`config.mk`:
```
export PLATFORM = sky130hd
export DESIGN_NAME = fetch_stage
export DESIGN_NICKNAME = d
export VERILOG_FILES = /design/src/rtl/pipeline_pkg.sv /design/src/rtl/pipe_reg_en_clr.sv /design/src/rtl/fetch_stage.sv
export SDC_FILE = /design/constraint.sdc
export NUM_CORES = 1
export LEC_CHECK = 0
export ABC_AREA = 1
export CORE_MARGIN = 3
export CORE_UTILIZATION = 26
export DETAILED_ROUTE_END_ITERATION = 12
export DONT_BUFFER_PORTS = 1
export HOLD_SLACK_MARGIN = 0.06
export PLACE_DENSITY_LB_ADDON = 0.3
export SKIP_LAST_GASP = 1
export SLEW_MARGIN = 20
export SYNTH_ARGS = -nofsm -noshare
export SYNTH_HDL_FRONTEND = slang
export SYNTH_SLANG_ARGS = --single-unit
```
`constraint.sdc`:
```
create_clock -name clk -period 6.7 [get_ports clk]
set_clock_uncertainty 0.1 [all_clocks]
set_input_delay 1.34 -clock clk [delete_from_list [all_inputs] [get_ports clk]]
set_output_delay 1.34 -clock clk [all_outputs]
set_load 0.02 [all_outputs]
```
`src/rtl/pipeline_pkg.sv`:
```
// Shared types and constants for the ARM pipeline stages.
package pipeline_pkg;

    typedef logic [31:0] addr_t;
    typedef logic [31:0] instr_t;

    // MOV R0,R0: the architectural no-op used as the pipeline bubble.
    localparam instr_t      NOP_INSTR = 32'hE1A0_0000;
    localparam int unsigned PC_INC    = 4;

endpackage

```
`src/rtl/pipe_reg_en_clr.sv`:
```
// Pipeline register with enable and synchronous clear; clear beats enable.
module pipe_reg_en_clr #(
    parameter int unsigned W       = 32,
    parameter logic [W-1:0] RST_VAL = '0
) (
    input  logic         clk,
    input  logic         rst_n,
    input  logic         en_i,
    input  logic         clr_i,
    input  logic [W-1:0] d_i,
    output logic [W-1:0] q_o
);

    logic [W-1:0] q_q;

    always_ff @(posedge clk or negedge rst_n) begin
        if (!rst_n) begin
            q_q <= RST_VAL;
        end else if (clr_i) begin
            q_q <= RST_VAL;
        end else if (en_i) begin
            q_q <= d_i;
        end
    end

    assign q_o = q_q;

endmodule

```
`src/rtl/fetch_stage.sv`:
```
// Fetch stage: PC, next-PC selection, IF/ID register and stall/bubble counters.
module fetch_stage
    import pipeline_pkg::*;
#(
    parameter int unsigned       ADDR_W   = 32,
    parameter int unsigned       INSTR_W  = 32,
    parameter logic [ADDR_W-1:0] RESET_PC = '0,
    parameter int unsigned       CNT_W    = 16
) (
    input  logic               clk,
    input  logic               rst_n,
    input  logic               StallF,
    input  logic               StallD,
    input  logic               FlushD,
    input  logic               PCSrcW,
    input  logic [ADDR_W-1:0]  ResultW,
    input  logic               BranchTakenE,
    input  logic [ADDR_W-1:0]  ALUResultE,
    input  logic [INSTR_W-1:0] InstrF,
    output logic [ADDR_W-1:0]  PCF,
    output logic [INSTR_W-1:0] InstrD,
    output logic [ADDR_W-1:0]  PCPlus8D,
    output logic               ValidD,
    output logic [CNT_W-1:0]   StallCnt,
    output logic [CNT_W-1:0]   BubbleCnt
);

    logic [ADDR_W-1:0] pc_plus4;
    logic [ADDR_W-1:0] pc_plus8;
    logic [ADDR_W-1:0] pc_next;
    logic              redirect;
    logic              pc_en;
    logic              ifid_en;
    logic [CNT_W-1:0]  stall_cnt_d, stall_cnt_q;
    logic [CNT_W-1:0]  bubble_cnt_d, bubble_cnt_q;

    assign pc_plus4 = PCF + ADDR_W'(PC_INC);
    assign pc_plus8 = pc_plus4 + ADDR_W'(PC_INC);
    assign redirect = BranchTakenE | PCSrcW;
    // A redirect must land even while fetch is stalled, or the target is lost.
    assign pc_en    = redirect | ~StallF;
    assign ifid_en  = ~StallD;

    always_comb begin
        pc_next = pc_plus4;
        if (BranchTakenE) begin
            pc_next = ALUResultE;
        end else if (PCSrcW) begin
            pc_next = ResultW;
        end
    end

    pipe_reg_en_clr #(.W(ADDR_W), .RST_VAL(RESET_PC)) u_pc_reg (
        .clk   (clk),
        .rst_n (rst_n),
        .en_i  (pc_en),
        .clr_i (1'b0),
        .d_i   (pc_next),
        .q_o   (PCF)
    );

    pipe_reg_en_clr #(.W(INSTR_W), .RST_VAL(INSTR_W'(NOP_INSTR))) u_instr_d_reg (
        .clk   (clk),
        .rst_n (rst_n),
        .en_i  (ifid_en),
        .clr_i (FlushD),
        .d_i   (InstrF),
        .q_o   (InstrD)
    );

    pipe_reg_en_clr #(.W(ADDR_W), .RST_VAL('0)) u_pc_plus8_d_reg (
        .clk   (clk),
        .rst_n (rst_n),
        .en_i  (ifid_en),
        .clr_i (FlushD),
        .d_i   (pc_plus8),
        .q_o   (PCPlus8D)
    );

    pipe_reg_en_clr #(.W(1), .RST_VAL(1'b0)) u_valid_d_reg (
        .clk   (clk),
        .rst_n (rst_n),
        .en_i  (ifid_en),
        .clr_i (FlushD),
        .d_i   (1'b1),
        .q_o   (ValidD)
    );

    always_comb begin
        stall_cnt_d  = stall_cnt_q;
        bubble_cnt_d = bubble_cnt_q;
        if (StallF && !redirect && (stall_cnt_q != '1)) begin
            stall_cnt_d = stall_cnt_q + 1'b1;
        end
        if (FlushD && (bubble_cnt_q != '1)) begin
            bubble_cnt_d = bubble_cnt_q + 1'b1;
        end
    end

    always_ff @(posedge clk or negedge rst_n) begin
        if (!rst_n) begin
            stall_cnt_q  <= '0;
            bubble_cnt_q <= '0;
        end else begin
            stall_cnt_q  <= stall_cnt_d;
            bubble_cnt_q <= bubble_cnt_d;
        end
    end

    assign StallCnt  = stall_cnt_q;
    assign BubbleCnt = bubble_cnt_q;

endmodule
```
==> results of run 1 <==
routing by layer:
metal | part of all wire (%) | vias to the layer above | track usage, %
met1 | 47 | 2967 | 21.9
met4 | 0.77 | 0 | 3.15
met5 | 0 | - | 0
met3 | 9.6 | 15 | 6.33
met2 | 43 | 230 | 23.1
li1 | - | 3085 | -
sequential cells by signal, indices dropped and copies added, names as in the netlist:
register and count:
u_valid_d_reg.q_o 1, u_pc_reg.q_o 32, u_pc_plus8_d_reg.q_o 32, u_instr_d_reg.q_o 32, BubbleCnt 16, StallCnt 16
cell families after synthesis:
kind of cell,share of synthesized area (%)
flip-flops,44.0
AND/OR/NAND/NOR,30.2
XOR/XNOR,4.51
AO/OA/AOI/OAI,14.2
buffers and inverters,6.31
adder cells (fa/ha/maj),0.850
through the flow:
stage | utilization (%) | setup slack (ns) | cell area [µm²] | total power (W) | instances
after detailed placement | 28.2 | 3.45 | 7740 | 0.00142 | 1278
after global routing | 30.2 | 3.48 | 8290 | 0.00242 | 1310
after global placement | 28.2 | 3.49 | 7740 | 0.00142 | 1278
final | 30.2 | 3.87 | 8290 | 0.00229 | 1310
after floorplan | - | 3.73 | 7360 | 0.00131 | 934
after CTS | 30.2 | 3.83 | 8290 | 0.00233 | 1310
power groups by stage:
| stage | combinational, W | clock [W] | sequential [W] |
|---|---|---|---|
| finish | 0.000315 | 0.000888 | 0.00109 |
| CTS | 0.000315 | 0.000921 | 0.00109 |
| detailed placement | 0.000313 | 0 | 0.00111 |
| global placement | 0.000309 | 0 | 0.00111 |
| global route | 0.000358 | 0.000958 | 0.00110 |
| floorplan | 0.000252 | 0 | 0.00106 |
worst reg2reg max path, stage by stage (launching register included):
cell and delay [ns]:
dfrtp_1 0.66, ha_1 0.28, nand2_1 0.16, nor2_4 0.25, nand2_2 0.14, nor2_4 0.17
nand2_1 0.07, nand2_1 0.06, nand2_1 0.13, nor2_1 0.18, nand2_1 0.10, nor2_1 0.15
nand3_1 0.09, nand3_1 0.11, nand2_1 0.06
cells in the mapped netlist, types with 9 or more instances:
master,instances
nand2_1,258
dfrtp_1,123
nor2_1,104
inv_1,83
nand3_1,59
o21ai_0,55
clkbuf_1,29
a22o_1,28
xor2_1,24
o211ai_1,13
a21oi_1,12
xnor2_1,12
nand2_2,11
nand4_1,10
nor2_4,10
o221ai_1,10
a211oi_1,9
path summary, 6_finish.rpt:
check                                                        to  slack (ns)  depth (start not counted)
hold reg to reg               u_instr_d_reg.q_o[21]$_DFFE_PN1P_        0.48                          1
setup / recovery           u_pc_plus8_d_reg.q_o[29]$_DFFE_PN0P_        3.87                         14
max in group asynchronous     u_instr_d_reg.q_o[30]$_DFFE_PN1P_        5.73                          0
min in group asynchronous  u_pc_plus8_d_reg.q_o[29]$_DFFE_PN0P_        0.52                          0
hold / removal                u_instr_d_reg.q_o[21]$_DFFE_PN1P_        0.48                          1
setup reg to reg           u_pc_plus8_d_reg.q_o[29]$_DFFE_PN0P_        3.87                         14
cell type report:
| cell class | instances | area, µm² |
|---|---|---|
| Inverter | 88 | 330 |
| Timing Repair Buffer | 4 | 30.0 |
| Clock inverter | 13 | 115 |
| Multi-Input combinational cell | 685 | 3680 |
| Sequential cell | 129 | 3240 |
| Tap cell | 372 | 465 |
| Fill cell | 2965 | 19100 |
| Clock buffer | 19 | 433 |
==> results.md, run 1 <==
- WL final: 24,100 µm
- Syn. warnings: 0
- GR Overflow Total: 0
- Crit path max-delay family: simple AND/OR/NAND/NOR gates
- Slowest-stage cell, CP: dfrtp_1
- Via count: 6,297
- Register share of total power: 47.5%
- H-Tree Depth: 4
- Core Region: 27,400 µm²
- Int Pwr: 0.00148 W
- Tmin final: 2.83 ns
- Net total in the final layout: 1,033
- Vias in the first global route: 6,039
- Worst r2r src: u_pc_reg.q_o[2]$_DFFE_PN0N_
- Vias per inst: 4.81
- Sequential element share of the synthesized area: 44.0%
- IO Port Bufs: 0
- Top_reg_cell synth: dfrtp_1
- Initial antenna violation count: 0
- Max Fanout on Critical Path: 8
- RSZ-0062 raised after global routing: no
- Fmax: 353 MHz
- Clock transition at path regs: 0.07 ns
- Synth-to-layout area growth: 12.6%
- Post-Syn Instances: 934
- Post-CTS Hold Fix Bufs: 0
- GPL Wtd Cong: 0.866
- Pre-Repair DR Iteration Count: 5
- Clock Latency Late Sink: 0.42 ns
- Sw Pwr: 0.000809 W
- Mapped cell area: 7360 µm²
- Number of flops mapped to enable cells by yosys: 0
- Most frequent cells in the layout: 257 x nand2_1, 123 x dfrtp_1, 102 x nor2_1
- CP most frequent cell: nand2_1
- Detail Route Antenna Nets: 0
- CP startpoint kind: register
- Global-route wire length before repair: 37,400 µm
- WS Path Type: reg -> reg
- Cell taking the most area after synthesis: dfrtp_1
- Crit path from: u_pc_reg.q_o[2]$_DFFE_PN0N_
- Tcrit/Tclk final: 42.3%
- VDD IR max: 135 µV
- Number of synthesized register bits: 129
- DRC violations left: 0
- Top cell type's share of synthesized area: 41.8%
- Sink Count: 129
- Min-delay worst type: reg -> reg
- Asr flop ratio synth: 100%
- Syn_area_per_cell: 7.88 µm²
- Routed length per instance: 18.4 µm
- Largest net degree at the start of global routing: 130
- IO Count: 232
- Setup TNS: 0 ns
- Post-CTS Resized: 0
- Gr usage total: 15.7%
- Final Setup Violations: 0
- Mapped Nets: 1,042
- Final hold violations: 0
- CTS root buffer: clkbuf_16
- Worst hold slack: 0.484 ns
- Cell Rows: 60
- Fin. max-slew vios: 0
- Initial Utilization: 26.9%
- Post-detail-place hpwl: 18,100 µm
- CP max stage delay: 0.66 ns
- Sw Share: 35.3%
- Worst endpoint required time: 6.90 ns
- Post-CTS setup buffers: 0
- Hold Startpoint: u_instr_d_reg.q_o[21]$_DFFE_PN1P_
- DRT iter0 DRCs: 422
- Layout cell share with drive strength beyond 1: 9.91%
- Worst-Margin Slew: 0.720 ns
- Largest cells by area after synthesis: dfrtp_1 42%, nand2_1 13%, nor2_1 5.3%
- Die Height: 174 µm
- Clk pwr share: 38.7%
- Comb power frac: 13.8%
- Power per cell area: 277 nW/µm²
- Cells along the critical path: ha_1 -> nand2_1 -> nor2_4 -> nand2_2 -> nor2_4 -> nand2_1 -> nand2_1 -> nand2_1 -> nor2_1 -> nand2_1 -> nor2_1 -> nand3_1 -> nand3_1 -> nand2_1
- Die X: 174 µm
- # diodes: 0
- Setup crit end kind: register
- Worst slew margin: 52.0%
- Die area: 30,400 µm²
- Commonest non-fill, non-tap cell in the layout: nand2_1
- CTS buffer count: 17
- Buffer depth of the longest clock path: 2
- Distinct cells, synth: 45
- Leakage: 3.83 nW
- Critical path arrival: 3.04 ns
- Buf/Inv on CP: 0
- CTS tree: built
- Outcome: complete, no violations
- Max Cap Viol: 0
Power figures use the tool's default switching activity.
==> run 2, diff against run 1 <==
==> constraint.sdc (replaced) <==
create_clock -name clk -period 2.5 [get_ports clk]
set_clock_uncertainty 0.1 [all_clocks]
set_input_delay 0.5 -clock clk [delete_from_list [all_inputs] [get_ports clk]]
set_output_delay 0.5 -clock clk [all_outputs]
set_load 0.02 [all_outputs]
==> run 2 against run 1 <==
The flow now finishes with violations (negative hold slack). Die area stayed put. Register-to-register slack worse by 3.8 ns. Core utilization is 2.7 points higher. Worst hold slack worse by 0.79 ns. Cell count is 4.2% higher. Combinational power grew to 4.1 times the previous value. Sequential share of layout area is 3.2 points lower. Sequential power grew to 2.5 times the previous value. Largest power group unchanged.
==> results.md, run 2 (synthesis gave the netlist of run 1 again) <==
- IO Port Bufs: 0
- Buffer depth of the longest clock path: 2
- Crit path from: u_pc_reg.q_o[2]$_DFFE_PN0N_
- Clk pwr share: 38.8%
- CTS tree: built
- Commonest non-fill, non-tap cell in the layout: nand2_1
- Core Region: 27,400 µm²
- Clock Latency Late Sink: 0.42 ns
- IO Count: 232
- Fill cells: 2,906
- DRC violations left: 0
- Sw Share: 34.8%
- Net total in the final layout: 1,087
- Power per cell area: 730 nW/µm²
- Tcrit/Tclk final: 97.4%
- Leakage: 4.16 nW
- Critical path arrival: 2.68 ns
- GPL Wtd Cong: 0.867
- CTS root buffer: clkbuf_16
- Outcome: finished with violations
- Via count: 6,570
- Vias in the first global route: 6,357
- Clock transition at path regs: 0.07 ns
- Reg2reg path depth: 16
- Final Non-Filler Cells: 1,365
- Post-Place Cells: 1,319
- Min-delay worst type: in -> async
- Die X: 174 µm
- Comb power frac: 19.5%
- Setup crit end kind: register
- Setup TNS: 0 ns
- Most frequent cells in the layout: 238 x nand2_1, 122 x dfrtp_1, 86 x nor2_1
- CTS buffer count: 17
- Worst endpoint required time: 2.74 ns
- Worst-Margin Slew: 0.737 ns
- Routed length per instance: 18.5 µm
- CP startpoint kind: register
- DRT iter0 DRCs: 421
- Fmax: 411 MHz
- Final Setup Violations: 0
- Worst slew margin: 50.8%
- Reg-to-Reg End: u_pc_plus8_d_reg.q_o[27]$_DFFE_PN0P_
- GR Overflow Total: 0
- Tmin final: 2.43 ns
- Pre-Repair DR Iteration Count: 5
- Register share of total power: 41.7%
- Initial Utilization: 26.9%
- Tot Pwr: 0.00659 W
- WS Path Type: reg -> reg
- Int Pwr: 0.00430 W
- Failing checks: negative hold slack
- Worst reg2reg setup slack: 0.07 ns
- WL final: 25,200 µm
- Die area: 30,400 µm²
- Gr usage total: 16.2%
- Layout cell share with drive strength beyond 1: 19.8%
- Detail Route Antenna Nets: 0
- RSZ-0062 raised after global routing: yes
- Initial antenna violation count: 1
- Vias per inst: 4.81
- Design Area, Final: 9020 µm²
- Sink Count: 129
- Max Cap Viol: 0
- Cell Rows: 60
- Die Height: 174 µm
- H-Tree Depth: 4
- Post-CTS Hold Fix Bufs: 1
- Worst r2r src: u_pc_reg.q_o[2]$_DFFE_PN0N_
- Sw Pwr: 0.00229 W
- VDD IR max: 349 µV
- Fin. max-slew vios: 0
- Max Fanout on Critical Path: 8
- Post-detail-place hpwl: 18,700 µm
- Placed Area: 8060 µm²
- Global-route wire length before repair: 38,400 µm
- Worst hold slack: -0.309 ns
- Largest net degree at the start of global routing: 130
- Synth-to-layout area growth: 22.6%
- Final hold violations: 129
- Fin util: 32.9%
[run 2: cell type report]
cell class              instances  area [µm²]  share of cell area [%]
flip-flops and latches        129        3240                    35.9
multi-input cells             686        3950                    43.7
inverters                      88         330                    3.66
well taps                     372         465                    5.16
diodes                          1        2.50                  0.0277
clock inverters                13         153                    1.69
repair buffers                 57         447                    4.95
clock buffers                  19         443                    4.91
[run 2: worst max-delay path by stage]
stage,end,depth (start not counted)
finish,u_pc_plus8_d_reg.q_o[27]$_DFFE_PN0P_,16
global route,u_pc_plus8_d_reg.q_o[29]$_DFFE_PN0P_,15
CTS,u_pc_plus8_d_reg.q_o[28]$_DFFE_PN0P_,12
detailed placement,u_pc_plus8_d_reg.q_o[18]$_DFFE_PN0P_,12
floorplan,u_pc_plus8_d_reg.q_o[27]$_DFFE_PN0P_,13
global placement,u_pc_plus8_d_reg.q_o[18]$_DFFE_PN0P_,12
[run 2: metrics by stage]
| step | hold WS, ns | setup WS [ns] |
|---|---|---|
| 4_1_cts | -0.343 | 0.0187 |
| 6_report | -0.309 | 0.0651 |
| 3_3_place_gp | 0.114 | 0.0625 |
| 3_5_place_dp | 0.113 | -0.00681 |
| 2_1_floorplan | 0.104 | 0.0914 |
| 5_1_grt | -0.341 | -0.0884 |
[run 2: power groups by stage]
stage               registers [W]  clock network (W)  logic, W
floorplan                 0.00283                  0  0.000676
global placement          0.00279                  0   0.00117
detailed placement        0.00279                  0   0.00118
CTS                       0.00275            0.00265   0.00118
global route              0.00279            0.00275   0.00141
finish                    0.00275            0.00256   0.00128
[run 2: layer usage]
metal	wire [µm]	global-route usage, %	vias up	part of all wire [%]
met5	0	0	-	0
met4	445	4.56	0	1.8
met3	2220	5.96	23	8.8
met2	10700	23.5	244	43
met1	11800	22.5	3114	47
li1	-	-	3189	-
[run 2: critical path, stage by stage (launching register included)]
cell	delay, ns
dfrtp_1	0.39
buf_6	0.12
ha_4	0.16
nand2_4	0.07
nor2_4	0.27
nand3_2	0.14
nand2_2	0.14
nand2_4	0.08
nor2_1	0.10
nand2_1	0.09
nor2_4	0.14
nand2_2	0.09
nor2_4	0.18
nand2_1	0.07
nand2_1	0.06
nand3_1	0.07
nand2_1	0.10
[run 2: repair_timing]
action / 4_1_cts / 5_1_grt
buffers inserted: 0 / 11
pin swaps: 0 / 34
cloned: 0 / 1
setup endpoints to repair: 1 / 19
hold endpoints to repair: 130 / 129
resized for setup: 1 / 67
==> run 3, diff against run 2 <==
--- a/config.mk
+++ b/config.mk
@@ -6,10 +6,10 @@
 export NUM_CORES = 1
 export LEC_CHECK = 0
 export ABC_AREA = 1
+export BUFFER_PORTS_ARGS = -buffer_cell sky130_fd_sc_hd__buf_2
 export CORE_MARGIN = 3
 export CORE_UTILIZATION = 26
 export DETAILED_ROUTE_END_ITERATION = 12
-export DONT_BUFFER_PORTS = 1
 export HOLD_SLACK_MARGIN = 0.06
 export PLACE_DENSITY_LB_ADDON = 0.3
 export SKIP_LAST_GASP = 1
==> run 3 against run 2 <==
The flow now finishes without violations. Die area unchanged. Clock power shrank 4%. Fmax grew 3.3%. Combinational power rose by 31%. Non-clock buffer count rose by 211. Wire length is 1.0% higher. Cell area rose by 10%. Global-route usage increased by 0.21 points. Power is 1.9% higher. Via count increased by 11%. Flip-flop and latch count unchanged. Critical endpoint is now u_pc_plus8_d_reg.q_o[20]$_DFFE_PN0P_. Largest cell class unchanged. Highest routed layer unchanged.
==> results.md, run 3 (synthesis gave the netlist of run 1 again) <==
- Max Fanout on Critical Path: 7
- Cells along the critical path: ha_4 -> nand2_4 -> nor2_4 -> buf_4 -> nand3_1 -> nand2_1 -> nand3_2 -> nor2_4 -> nand3_4 -> nor2_4 -> nand2_1 -> nand3_1 -> nand2_1
- Min-delay worst type: in -> reg
- Power per cell area: 674 nW/µm²
- Wl on met1: 12,500 µm
- Slowest-stage cell, CP: dfrtp_2
- Fill cells: 2,886
- CTS tree: built
- DRC violations left: 0
- DRT iter0 DRCs: 465
- Critical path arrival: 2.56 ns
- WL met3: 1640 µm
- Final worst setup slack: 0.143 ns
- Pre-Repair DR Iteration Count: 5
- Routed length per instance: 16.2 µm
- Most frequent cells in the layout: 248 x nand2_1, 230 x buf_2, 116 x dfrtp_1
- Pre-CTS setup slack: 0.00377 ns
- Die area: 30,400 µm²
- Cell Rows: 60
- IO Port Bufs: 231
- H-Tree Depth: 4
- Tot Pwr: 0.00671 W
- Initial antenna violation count: 0
- Via count: 7,276
- CP max stage delay: 0.45 ns
- GR Overflow Total: 0
- CTS root buffer: clkbuf_16
- Worst reg2reg setup slack: 0.14 ns
- Die X: 174 µm
- Global-route wire length before repair: 39,500 µm
- RSZ-0062 raised after global routing: yes
- Detail Route Antenna Nets: 0
- Initial Utilization: 26.9%
- Clock transition at path regs: 0.06 ns
- Hold Startpoint: InstrF[0]
- Gr usage total: 16.4%
- Crit path max-delay family: simple AND/OR/NAND/NOR gates
- Fin. max-slew vios: 0
- Setup crit end kind: register
- Worst r2r src: u_pc_reg.q_o[3]$_DFFE_PN0N_
- Buf/Inv on CP: 1
- Max Cap Viol: 0
- WS Path Type: reg -> reg
- Largest net degree at the start of global routing: 59
- Die Height: 174 µm
- Leakage: 5.05 nW
- Final Setup Violations: 0
- Sink Count: 129
- Buffer depth of the longest clock path: 2
- Core Region: 27,400 µm²
- CP startpoint kind: register
- Top sig layer: met4
- Post-detail-place hpwl: 19,500 µm
- Fmax: 424 MHz
- Met2 wire length: 11,000 µm
- Clock Latency Late Sink: 0.42 ns
- Design Area, Final: 9960 µm²
- Crit path from: u_pc_reg.q_o[3]$_DFFE_PN0N_
- CTS buffer count: 17
- Layout cell share with drive strength beyond 1: 33.2%
- Tmin final: 2.36 ns
- Commonest non-fill, non-tap cell in the layout: nand2_1
- Final hold violations: 0
- Worst slew margin: 67.0%
- Placed Area: 9070 µm²
- Vias per inst: 4.62
- IO Count: 232
- Tcrit/Tclk final: 94.3%
- Vias in the first global route: 6,994
- Worst hold slack: 0.210 ns
- Worst endpoint required time: 2.70 ns
- Net total in the final layout: 1,298
- VDD IR max: 370 µV
- Worst-Margin Slew: 0.495 ns
- Outcome: complete, no violations
- # diodes: 0
- GPL Wtd Cong: 0.886
- Synth-to-layout area growth: 35.3%
- WL final: 25,500 µm
-- run 3: changes by cell type in the layout (fill, tap and decap cells not counted), moves of 3 or more --
| cell | delta |
|---|---|
| nand2_2 | -9 |
| inv_6 | -3 |
| buf_2 | +230 |
| clkinv_2 | +4 |
| buf_4 | -20 |
| nand2_1 | +10 |
| dfrtp_1 | -6 |
| dfrtp_2 | +6 |
-- run 3: path summary, 6_finish.rpt --
path / endpoint / cells past startpoint
worst max-delay path: u_pc_plus8_d_reg.q_o[20]$_DFFE_PN0P_ / 13
worst min-delay path: u_instr_d_reg.q_o[0]$_DFFE_PN0P_ / 2
worst max register to register: u_pc_plus8_d_reg.q_o[20]$_DFFE_PN0P_ / 13
worst min register to register: u_pc_plus8_d_reg.q_o[25]$_DFFE_PN0P_ / 2
max in group asynchronous: u_pc_reg.q_o[16]$_DFFE_PN0N_ / 3
min in group asynchronous: u_pc_plus8_d_reg.q_o[14]$_DFFE_PN0P_ / 2
-- run 3: worst reg2reg max path: stages, from the launching register on --
cell     delay (ns)
dfrtp_2        0.45
ha_4           0.18
nand2_4        0.07
nor2_4         0.26
buf_4          0.17
nand3_1        0.07
nand2_1        0.11
nand3_2        0.11
nor2_4         0.17
nand3_4        0.12
nor2_4         0.17
nand2_1        0.07
nand3_1        0.13
nand2_1        0.06
-- run 3: layer usage --
metal,global-route usage (%),vias up
li1,-,3602
met1,24.5,3428
met2,23.8,229
met3,3.74,17
met4,4.19,0
met5,0,-
-- run 3: stage by stage --
stage / utilization (%) / setup TNS (ns) / instances
after floorplan: - / 0 / 934
after global placement: 33.1 / 0 / 1529
after detailed placement: 33.1 / 0 / 1529
after CTS: 35.2 / 0 / 1561
after global routing: 36.3 / -0.254 / 1574
final: 36.3 / 0 / 1574
-- run 3: timing repair --
action | 4_1_cts | 5_1_grt
setup endpoints to repair | 1 | 18
gates resized for setup | 1 | 55
buffers inserted | 0 | 12
pin swaps | 0 | 17
cloned | 0 | 1
hold buffers | 1 | 0
hold endpoints to repair | 39 | 0
-- run 3: area by class of cell --
| class | instances | area [µm²] | share of cell area (%) |
|---|---|---|---|
| clock buffer | 17 | 425 | 4.27 |
| sequential | 129 | 3240 | 32.6 |
| inverter | 88 | 330 | 3.32 |
| clock inverter | 14 | 143 | 1.43 |
| multi-input combinational | 686 | 3880 | 39.0 |
| timing repair buffer | 268 | 1470 | 14.7 |
| tap | 372 | 465 | 4.67 |
-- run 3: report_power, final --
part | total, W | internal (W) | switching (W)
combinational | 0.00168 | 0.000582 | 0.00110
clock | 0.00247 | 0.00146 | 0.00101
sequential | 0.00256 | 0.00232 | 0.000246
